**src/rtl/aha_ahb_code_arbiter.sv**
```systemverilog
// Two-port AHB-lite arbiter for the code region: DCODE (S0) wins by default,
// ICODE (S1) is guaranteed a slot after MAX_WAIT consecutive losses.
module aha_ahb_code_arbiter #(
  parameter int MAX_WAIT = 4
) (
  input  logic        HCLK,
  input  logic        HRESETn,
  input  logic [1:0]  HTRANS_S0,
  input  logic [31:0] HADDR_S0,
  input  logic [2:0]  HSIZE_S0,
  input  logic        HWRITE_S0,
  input  logic [31:0] HWDATA_S0,
  output logic        HREADY_S0,
  output logic [1:0]  HRESP_S0,
  output logic [31:0] HRDATA_S0,
  input  logic [1:0]  HTRANS_S1,
  input  logic [31:0] HADDR_S1,
  input  logic [2:0]  HSIZE_S1,
  input  logic        HWRITE_S1,
  input  logic [31:0] HWDATA_S1,
  output logic        HREADY_S1,
  output logic [1:0]  HRESP_S1,
  output logic [31:0] HRDATA_S1,
  output logic        HSEL_M,
  output logic [1:0]  HTRANS_M,
  output logic [31:0] HADDR_M,
  output logic [2:0]  HSIZE_M,
  output logic        HWRITE_M,
  output logic [31:0] HWDATA_M,
  output logic        HREADY_M,
  input  logic        HREADYOUT_M,
  input  logic [1:0]  HRESP_M,
  input  logic [31:0] HRDATA_M
);

  typedef enum logic [1:0] {
    OWN_NONE = 2'd0,
    OWN_S0   = 2'd1,
    OWN_S1   = 2'd2
  } owner_t;

  localparam logic [3:0] WAIT_MAX = 4'(MAX_WAIT);

  owner_t      owner;
  owner_t      grant;
  logic        hold0_vld, hold1_vld;
  logic [31:0] hold0_addr, hold1_addr;
  logic [2:0]  hold0_size, hold1_size;
  logic        hold0_write, hold1_write;
  logic [3:0]  wait_cnt;
  logic        bus_free;
  logic        ready0, ready1;
  logic        live0, live1;
  logic        req1;
  logic        unused_trans;

  // Only the NONSEQ/SEQ bit matters; every issued transfer is re-typed NONSEQ.
  assign unused_trans = HTRANS_S0[0] ^ HTRANS_S1[0];

  assign HREADY_M = (owner != OWN_NONE) ? HREADYOUT_M : 1'b1;
  assign bus_free = HREADY_M;

  assign ready0 = hold0_vld ? 1'b0 : ((owner == OWN_S0) ? HREADYOUT_M : 1'b1);
  assign ready1 = hold1_vld ? 1'b0 : ((owner == OWN_S1) ? HREADYOUT_M : 1'b1);
  assign HREADY_S0 = ready0;
  assign HREADY_S1 = ready1;

  assign live0 = HTRANS_S0[1] & ready0;
  assign live1 = HTRANS_S1[1] & ready1;
  assign req1  = hold1_vld | live1;

  always_comb begin
    grant = OWN_NONE;
    if (HRESETn && bus_free) begin
      if (req1 && (wait_cnt == WAIT_MAX)) grant = OWN_S1;
      else if (hold0_vld)                 grant = OWN_S0;
      else if (live0)                     grant = OWN_S0;
      else if (hold1_vld)                 grant = OWN_S1;
      else if (live1)                     grant = OWN_S1;
    end
  end

  // Address phase toward the slave: parked phase takes precedence over the live bus.
  always_comb begin
    HSEL_M   = 1'b0;
    HTRANS_M = 2'b00;
    HADDR_M  = '0;
    HSIZE_M  = '0;
    HWRITE_M = 1'b0;
    case (grant)
      OWN_S0: begin
        HSEL_M   = 1'b1;
        HTRANS_M = 2'b10;
        HADDR_M  = hold0_vld ? hold0_addr  : HADDR_S0;
        HSIZE_M  = hold0_vld ? hold0_size  : HSIZE_S0;
        HWRITE_M = hold0_vld ? hold0_write : HWRITE_S0;
      end
      OWN_S1: begin
        HSEL_M   = 1'b1;
        HTRANS_M = 2'b10;
        HADDR_M  = hold1_vld ? hold1_addr  : HADDR_S1;
        HSIZE_M  = hold1_vld ? hold1_size  : HSIZE_S1;
        HWRITE_M = hold1_vld ? hold1_write : HWRITE_S1;
      end
      default: ;
    endcase
  end

  always_comb begin
    HWDATA_M = '0;
    case (owner)
      OWN_S0:  HWDATA_M = HWDATA_S0;
      OWN_S1:  HWDATA_M = HWDATA_S1;
      default: ;
    endcase
  end

  assign HRESP_S0  = (owner == OWN_S0) ? HRESP_M  : 2'b00;
  assign HRDATA_S0 = (owner == OWN_S0) ? HRDATA_M : 32'd0;
  assign HRESP_S1  = (owner == OWN_S1) ? HRESP_M  : 2'b00;
  assign HRDATA_S1 = (owner == OWN_S1) ? HRDATA_M : 32'd0;

  always_ff @(posedge HCLK or negedge HRESETn) begin
    if (!HRESETn) begin
      owner    <= OWN_NONE;
      wait_cnt <= 4'd0;
    end else begin
      if (bus_free) owner <= grant;
      if (grant == OWN_S1) begin
        wait_cnt <= 4'd0;
      end else if ((grant == OWN_S0) && req1 && (wait_cnt != WAIT_MAX)) begin
        wait_cnt <= wait_cnt + 4'd1;
      end
    end
  end

  // A live phase that was accepted by the master but lost arbitration is parked here.
  always_ff @(posedge HCLK or negedge HRESETn) begin
    if (!HRESETn) begin
      hold0_vld   <= 1'b0;
      hold0_addr  <= '0;
      hold0_size  <= '0;
      hold0_write <= 1'b0;
    end else if (grant == OWN_S0) begin
      hold0_vld   <= 1'b0;
      hold0_addr  <= '0;
      hold0_size  <= '0;
      hold0_write <= 1'b0;
    end else if (live0) begin
      hold0_vld   <= 1'b1;
      hold0_addr  <= HADDR_S0;
      hold0_size  <= HSIZE_S0;
      hold0_write <= HWRITE_S0;
    end
  end

  always_ff @(posedge HCLK or negedge HRESETn) begin
    if (!HRESETn) begin
      hold1_vld   <= 1'b0;
      hold1_addr  <= '0;
      hold1_size  <= '0;
      hold1_write <= 1'b0;
    end else if (grant == OWN_S1) begin
      hold1_vld   <= 1'b0;
      hold1_addr  <= '0;
      hold1_size  <= '0;
      hold1_write <= 1'b0;
    end else if (live1) begin
      hold1_vld   <= 1'b1;
      hold1_addr  <= HADDR_S1;
      hold1_size  <= HSIZE_S1;
      hold1_write <= HWRITE_S1;
    end
  end

endmodule

```
**config.mk**
```make
export PLATFORM = sky130hd
export DESIGN_NAME = aha_ahb_code_arbiter
export DESIGN_NICKNAME = d
export VERILOG_FILES = /design/src/rtl/aha_ahb_code_arbiter.sv
export SDC_FILE = /design/constraint.sdc
export NUM_CORES = 1
export LEC_CHECK = 0
export ABC_AREA = 1
export BUFFER_PORTS_ARGS = -buffer_cell sky130_fd_sc_hd__buf_2
export CELL_PAD_IN_SITES_DETAIL_PLACEMENT = 2
export CELL_PAD_IN_SITES_GLOBAL_PLACEMENT = 2
export CORE_ASPECT_RATIO = 1.4
export CORE_MARGIN = 5
export CORE_UTILIZATION = 24
export CTS_CLUSTER_DIAMETER = 50
export DETAILED_ROUTE_END_ITERATION = 10
export GPL_ROUTABILITY_DRIVEN = 0
export PLACE_DENSITY = 0.95
export SETUP_SLACK_MARGIN = 0.5
export SKIP_LAST_GASP = 1
export SYNTH_ARGS = -nofsm -noshare
export SYNTH_HDL_FRONTEND = slang
export SYNTH_SLANG_ARGS = --single-unit
```
**constraint.sdc**
```tcl
create_clock -name HCLK -period 8.15 [get_ports HCLK]
set_input_delay 1.2225 -clock HCLK [delete_from_list [all_inputs] [get_ports HCLK]]
set_output_delay 1.2225 -clock HCLK [all_outputs]
set_load 0.05 [all_outputs]
```
## Yosys cells after proc, flatten, opt, wreduce, memory -nomap -nowiden

Index checks and enable logic that the tools add are counted.

- Add/sub/neg operators: 1
- $mul: 0
- Divide/modulo/power cells: 0
- Magnitude comparators: 0
- Equal/unequal tests: 6
- Shift operators: 0
- Mux-type cells: 45
- Bitwise gates (word level): 3
- Reduce and logical (&&, ||, !) cells: 9

Operators with widths:

| operator | count |
|---|---|
| $mux 32 | 8 |
| $pmux 32 s2 | 2 |
| $mux 2 | 9 |
| $mux 3 | 6 |
| $mux 1 | 16 |
| $mux 4 | 2 |
| $reduce_bool 2->1 | 4 |
| $pmux 3 s2 | 1 |
| $add 4x1->4 const B | 1 |
| $eq 2x1->1 const B | 2 |
| $eq 2x2->1 const B | 2 |
| $eq 4x3->1 const B | 1 |
| $logic_and 1x1->1 | 4 |
| $ne 4x3->1 const B | 1 |
| $and 1x1->1 | 2 |
| $pmux 1 s2 | 1 |
| $reduce_or 2->1 | 1 |
| $or 1x1->1 | 1 |

- Flip-flop bits (word level): 80
- Bits in latches: 0
- Bits in writable memories: 0
- Memory bits (read-only): 0
- Input bits: 177
- Output and inout port bits: 142
- Word-level logic and storage cells: 74
- Memories: 0

## Logic depth before layout (Yosys ltp)

Gate-level depths: netlist of the first run.

- Depth after elaboration: 15
- Gate-level depth with buffers: 15
- Gate-level depth less buffers: 14

## Worst setup path before layout of the first run

Ideal clock, no wire load.

- Path kind: input -> output
- Start point: input HREADYOUT_M
- End point: output HADDR_M[16]
- Arrival: 3540 ps
- Data required time: 6928 ps
- Slack: 3388 ps
- Stages: 11
- Buffers on the path: 2
- Cells stage by stage: nor2_1 -> inv_1 -> nand2_1 -> nor2_1 -> o21ai_0 -> inv_1 -> ha_1 -> buf_2 -> buf_1 -> nand2_1 -> a21oi_1

- Elaborated cells on any way between the ends: 19
- Those cells by class: eq/ne (2); mux (12); bitwise (3); reduce/logical (2)

RTL lines:

| what | RTL line | RTL |
|---|---|---|
| start, declared | 31 | `input logic HREADYOUT_M,` |
| $mux 1 (*) | 60 | `assign HREADY_M = (owner != OWN_NONE) ? HREADYOUT_M : 1'b1;` |
| named net HREADY_M | 30 | `output logic HREADY_M,` |
| $logic_and 1x1->1 (*) | 74 | `if (HRESETn && bus_free) begin` |
| $mux 2 (*) | 74 |  |
| named net grant[1] | 45 | `owner_t grant;` |
| $eq 2x2->1 / $eq 2x1->1 (equally long branches) | 90 | `case (grant)` |
| $pmux 32 s2 (*) | 90 |  |
| end, declared | 26 | `output logic [31:0] HADDR_M,` |

Mark *: on every way through the listed nets, which the timed path passes. The rest lies on a longest branch.

## Worst setup path after layout of the first run

- Start point: input HRESETn
- End point: output HADDR_M[22]

- Longest elaborated chain between the ends: 4
- Elaborated cells on any way between the ends: 5
- Those cells by class: eq/ne (2); mux (2); reduce/logical (1)

Ends and longest elaborated chain:

| what | RTL line | RTL |
|---|---|---|
| start, declared | 7 | `input logic HRESETn,` |
| $logic_and 1x1->1 (*) | 74 |  |
| $mux 2 (*) | 74 |  |
| named net grant[0] | 45 |  |
| $eq 2x2->1 / $eq 2x1->1 (equally long branches) | 90 |  |
| $pmux 32 s2 (*) | 90 |  |

Marks and branches as above.

==> flow_summary_export.csv, run 1 <==
group,metric,value,unit
layout,nNetsFinal,1340,
placed_design,hpwlAfterDp,22000,um
power,power,3270,uW
detailed_routing,antenna_left,0,
synth,ys_ff_latch,80,
synth,syn_inst,882,
synth,synth_area,0.00586,mm^2
worst_setup_path,start_kind,"primary input",
synth,syn_area_per_cell,6.64,um^2
power,total_leakage_power,0.00464,uW
sta,fmax,198,MHz
sta,setup_violations,0,
detailed_routing,drt-vias-per-instance,4.72,
sta,period_needed,5.05,ns
synth,synthTopCellsByArea,"dfrtp_1 (34%), nand2_1 (21%), inv_1 (10%)",
placed_design,numPortBuffers,315,
synth,synth_nets,1067,
synth,ys_types,28,
die,fp.dieArea,0.0277,mm^2
clocking,clock_path_buffers,2,
clocking,post_cts_buffers,0,
sta,hold_viol,0,
detailed_routing,drc,0,
min_path,hold_path_class,"flip-flop to flip-flop",
run,maxCapViolations,0,
sta,tns,0,ns
die,initial_core_util,24.4,%
clocking,clk_latency,0.35,ns
outcome,status,"completed",
sta,drv_slew,0,
die,die_w,142,um
layout,mostFrequentLayoutCells,"nand2_1 (330), buf_2 (314), inv_1 (156), dfrtp_1 (78), a21oi_1 (70)",
worst_setup_path,slowest_delay,0.80,ns
sta,relSlewSlack,38.8,%
power,powerDensity,418,mW/mm^2
layout,mostFrequentLayoutCell,"nand2_1",
global_route,track_usage,20.1,%
global_route,grt_pass1_vias,7872,
global_route,grt_pass1_wl,43600,um
detailed_routing,wl,28600,um
clocking,cts_buffers,9,
synth,yosysTopAreaCell,"dfrtp_1",
die,coreArea,0.0240,mm^2
synth,synth_top_cell_area_share,34.2,%
detailed_routing,drt_iter0_drc,180,
die,die-height,195,um
clocking,ctsResizeCount,0,
synth,yosysSeqAreaShare,34.2,%
detailed_routing,dr.pass1.iters,4,
global_route,grt_max_degree,77,
worst_setup_path,worst-path-max-fanout,37,
detailed_routing,routedWlPerCell,19.4,um
worst_setup_path,cpMaxStageDelayCell,"ha_2",
worst_setup_path,required,6.93,ns
layout,drive_gt1_share,35.0,%
worst_setup_path,cp.arrival,3.83,ns
clocking,cts_tree,"yes",
synth,ys.warnings.count,0,
clocking,path_clk_slew,0.07,ns
clocking,clockRootBuffer,"clkbuf_16",
sta,finClkSkew,0.0106,ns
global_route,antenna_found_initial,9,
worst_setup_path,endpoint_kind,"output pin",
sta,whs,0.485,ns
layout,syn_to_final_growth,33.6,%
clocking,cts_hold_buf,0,
sta,rsz0062_at_grt,"no",
global_route,grt_remaining_overflow,0,
worst_setup_path,cp_cell_sequence,"buf_4 > nand2_1 > nor2_1 > o21ai_0 > inv_1 > ha_2 > o211ai_1 > a21oi_1 > buf_2",
clocking,ctsHtreeMaxLevel,3,
die,rows,67,
power,ir_worst_vdd,0.000154,V
detailed_routing,routed-via-count,6944,
worst_setup_path,crit_type,"primary input to output pin",
layout,final_core_util,32.6,%
die,ios,319,
sta,min_period_over_period,62.0,%
clocking,cts_sinks,80,
sta,worstMarginPinSlew,0.918,ns
==> final timing paths <==
| kind | startpoint | to | slack (ns) | depth (start not counted) |
|---|---|---|---|---|
| min in group asynchronous | HRESETn | hold0_addr[29] | 0.81 | 1 |
| min | hold1_addr[21] | hold1_addr[21] | 0.49 | 2 |
| min reg2reg | hold1_addr[21] | hold1_addr[21] | 0.49 | 2 |
| max in group asynchronous | HRESETn | hold1_vld | 6.18 | 2 |
| max | HRESETn | HADDR_M[22] | 3.10 | 9 |
| max reg2reg | hold1_vld | hold1_addr[12] | 4.50 | 8 |
==> state kept, by name, indices dropped and copies added (netlist names) <==
| signal | flops |
|---|---|
| hold0_addr | 32 |
| hold0_size | 3 |
| hold0_vld | 1 |
| hold0_write | 1 |
| hold1_addr | 32 |
| hold1_size | 3 |
| hold1_vld | 1 |
| hold1_write | 1 |
| owner | 2 |
| wait_cnt | 4 |
==> synthesized netlist by cell type (all sizes together) <==
library cell and count:
nand2 334, inv 159, o21ai 110, dfrtp 80, a21oi 71, buf 42, o211ai 36, clkbuf 17
nor2 9, ha 8, nand3 8, nand4 4, conb 1, nand3b 1, o21bai 1, xor2 1
==> area by class of cell <==
| type | count | area, um^2 |
|---|---|---|
| repair buffers | 321 | 1620 |
| well taps | 310 | 388 |
| multi-input cells | 584 | 2930 |
| diodes | 2 | 5.00 |
| clock buffers | 13 | 260 |
| clock inverters | 3 | 17.5 |
| inverters | 159 | 599 |
| flip-flops and latches | 80 | 2000 |
| fillers | 3013 | 16100 |
==> stage by stage <==
step | setup WS (ns) | cells | cell area [um^2]
floorplan | 3.39 | 882 | 5860
global placement | 3.16 | 1454 | 7540
detailed placement | 3.06 | 1454 | 7540
CTS | 3.05 | 1470 | 7820
global route | 2.84 | 1471 | 7830
finish | 3.10 | 1472 | 7830
==> worst max-delay path, delay by kind of cell <==
kind / cells / cell delay [ns]
and+or+nand+nor: 2 / 0.27
AOI/OAI and AO/OA: 3 / 0.68
buffers and inverters: 3 / 0.82
adders and majority gates: 1 / 0.80
==> cell families (layout without fill, tap and decap cells) <==
group           count (synthesis)  after routing  synth area share [%]
simple gates                  356            356                  23.9
compound gates                218            218                  24.0
flops                          80             80                  34.2
xor+xnor                        1              1                 0.149
fa+ha+maj                       8              8                  1.71
buf+inv                       218            496                  16.0
other cells                     1              3                0.0640
==> power by group <==
part / switching (uW) / total [uW] / internal, uW
combinational: 1740 / 2250 / 509
sequential: 79.1 / 634 / 555
clock: 169 / 391 / 222
total: 1980 / 3270 / 1290
==> per-layer routing <==
metal  vias to the layer above  global-route usage, %  wire (um)
met1                      3361                   22.8      11200
met4                        12                   5.26        597
met3                        41                   6.17       2450
met2                       259                   36.2      14300
met5                         -                      0         76
li1                       3271                      -          -
Note: power is estimated with default switching activity, not from simulation.
==> run 2: changes to the inputs <==
- CORE_UTILIZATION: 24 -> 22
- PLACE_DENSITY: 0.95 -> 0.9
- clock period: 8.15 -> 5.2 ns (I/O delays scaled with it)
==> run 2 against run 1 <==
  * Sequential share of layout area fell by 0.34 points
  * Flip-flop and latch count did not move
  * Via count fell by 1.5%
  * Critical path depth rose by 3
  * Sequential power rose by 56%
  * Register-to-register slack got worse by 2.6 ns
  * Final cell count rose by 1.2%
  * Total power rose by 58%
  * Clock power rose by 89%
  * Non-clock buffer count rose by 3
  * Hold slack improved by 0.0028 ns
  * Largest power group unchanged
  * First-iteration DRC count fell by 35%
==> flow_summary_export.csv, run 2 (synthesis results as in run 1) <==
group,metric,value,unit
outcome,status,"completed",
sta,setup_violations,0,
clocking,ctsHtreeMaxLevel,3,
die,die-height,203,um
clocking,clk_latency,0.35,ns
worst_setup_path,slowest_delay,0.67,ns
power,power_switching,3030,uW
sta,hold_viol,0,
layout,nNetsFinal,1343,
layout,syn_to_final_growth,35.4,%
clocking,cts_hold_buf,0,
die,ios,319,
power,power_frac_comb,66.5,%
placed_design,hpwlAfterDp,20900,um
layout,fin_cells,1490,
sta,drv_slew,0,
die,die_w,148,um
power,p_sw_share,58.8,%
worst_setup_path,cpMaxStageDelayCell,"ha_2",
worst_setup_path,start_kind,"flip-flop",
clocking,path_clk_slew,0.07,ns
power,clkPwrFrac,14.3,%
detailed_routing,routedWlPerCell,18.2,um
power,seq_power_share,19.1,%
sta,period_needed,4.06,ns
sta,relSlewSlack,27.1,%
layout,top_regs,"hold0_addr: 32 flops, hold1_addr: 32 flops, wait_cnt: 4 flops",
power,power,5160,uW
power,p_int,2130,uW
detailed_routing,drt_iter0_drc,117,
die,initial_core_util,22.4,%
worst_setup_path,cp_cell_sequence,"inv_1 > ha_1 > nor2_1 > inv_1 > nand2_1 > nor2_1 > o21ai_0 > ha_2 > buf_4 > o211ai_1 > a21oi_1 > buf_2",
sta,worstMarginPinSlew,1.09,ns
worst_setup_path,endpoint_kind,"output pin",
sta,fmax,247,MHz
detailed_routing,dr.pass1.iters,4,
global_route,grt_remaining_overflow,0,
sta,rsz0062_at_grt,"no",
clocking,cts_tree,"yes",
global_route,grt_max_degree,76,
power,ir_worst_vdd,0.000255,V
layout,mostFrequentLayoutCells,"nand2_1 (330), buf_2 (314), inv_1 (156), dfrtp_1 (78), a21oi_1 (70)",
detailed_routing,drc,0,
die,fp.dieArea,0.0300,mm^2
worst_setup_path,required,4.42,ns
min_path,hold_path_class,"flip-flop to flip-flop",
placed_design,numPortBuffers,315,
global_route,grt_pass1_vias,7555,
clocking,post_cts_buffers,0,
clocking,cts_buffers,9,
layout,drive_gt1_share,35.3,%
layout,mostFrequentLayoutCell,"nand2_1",
placed_design,dp_cells,1471,
detailed_routing,routed-via-count,6841,
power,powerDensity,651,mW/mm^2
global_route,track_usage,17.6,%
clocking,cts_sinks,80,
worst_setup_path,worst-path-max-fanout,23,
clocking,clockRootBuffer,"clkbuf_16",
detailed_routing,antenna_left,0,
die,rows,70,
run,maxCapViolations,0,
clocking,ctsResizeCount,0,
sta,finClkSkew,0.00934,ns
global_route,grt_pass1_wl,41700,um
die,coreArea,0.0262,mm^2
worst_setup_path,cp.arrival,3.28,ns
power,total_leakage_power,0.00468,uW
detailed_routing,drt-vias-per-instance,4.59,
worst_setup_path,crit_type,"flip-flop to output pin",
layout,final_core_util,30.3,%
global_route,antenna_found_initial,14,
detailed_routing,wl,27200,um
sta,min_period_over_period,78.0,%
clocking,clock_path_buffers,2,
sta,tns,0,ns
## run 2: cell count changes in the layout (fill, tap and decap cells not counted)
cell | previous run | this run
buf_4 | 7 | 10
diode_2 | 2 | 3
clkbuf_8 | 2 | 3
clkinvlp_4 | 1 | 2
bufinv_16 | 0 | 2
clkinv_2 | 2 | 0
clkbuf_1 | 2 | 0
## run 2: per-layer routing
metal,track usage [%],part of all wire [%],vias to the layer above
met3,6.36,8.4,41
met2,32.8,52,238
met1,18.6,38,3272
li1,-,-,3270
met5,0,0.39,-
met4,4.26,1.3,20
## run 2: worst paths after layout
check	from	end	slack, ns	cells after the start
worst max-delay path	owner[0]	HADDR_M[19]	1.14	12
worst max register to register	owner[0]	hold1_addr[16]	1.87	13
max in group asynchronous	HRESETn	hold1_vld	3.51	3
worst min register to register	hold1_addr[24]	hold1_addr[24]	0.49	2
worst min-delay path	hold1_addr[24]	hold1_addr[24]	0.49	2
min in group asynchronous	HRESETn	hold1_addr[29]	0.53	2
## run 2: cell type report
cell class,instances,area [um^2]
Clock buffer,12,267
Timing Repair Buffer,324,1650
Sequential cell,80,2000
Multi-Input combinational cell,584,2930
Clock inverter,4,75.1
Antenna cell,3,7.51
Inverter,159,599
Tap cell,324,405
Fill cell,3240,18300
## run 2: stage by stage
stage	instance area [um^2]	setup WS, ns	hold slack, ns
floorplan	5860	1.32	0.453
global placement	7580	1.21	0.464
detailed placement	7580	1.12	0.475
CTS	7930	1.05	0.490
global route	7930	0.884	0.511
finish	7930	1.14	0.488
## run 2: worst max-delay path: cells and delay by family (launching register included)
kind	cells	cell delay (ns)
simple gates	3	0.33
flops	1	0.38
fa+ha+maj	2	0.87
compound gates	3	0.58
buf+inv	4	0.76
## run 2: power by group through the flow
stage / Clock (uW) / Sequential, uW / Combinational (uW)
2_1_floorplan: 0 / 964 / 2690
3_3_place_gp: 0 / 977 / 3380
3_5_place_dp: 0 / 998 / 3500
4_1_cts: 757 / 990 / 3510
5_1_grt: 781 / 1010 / 3760
6_report: 740 / 988 / 3430
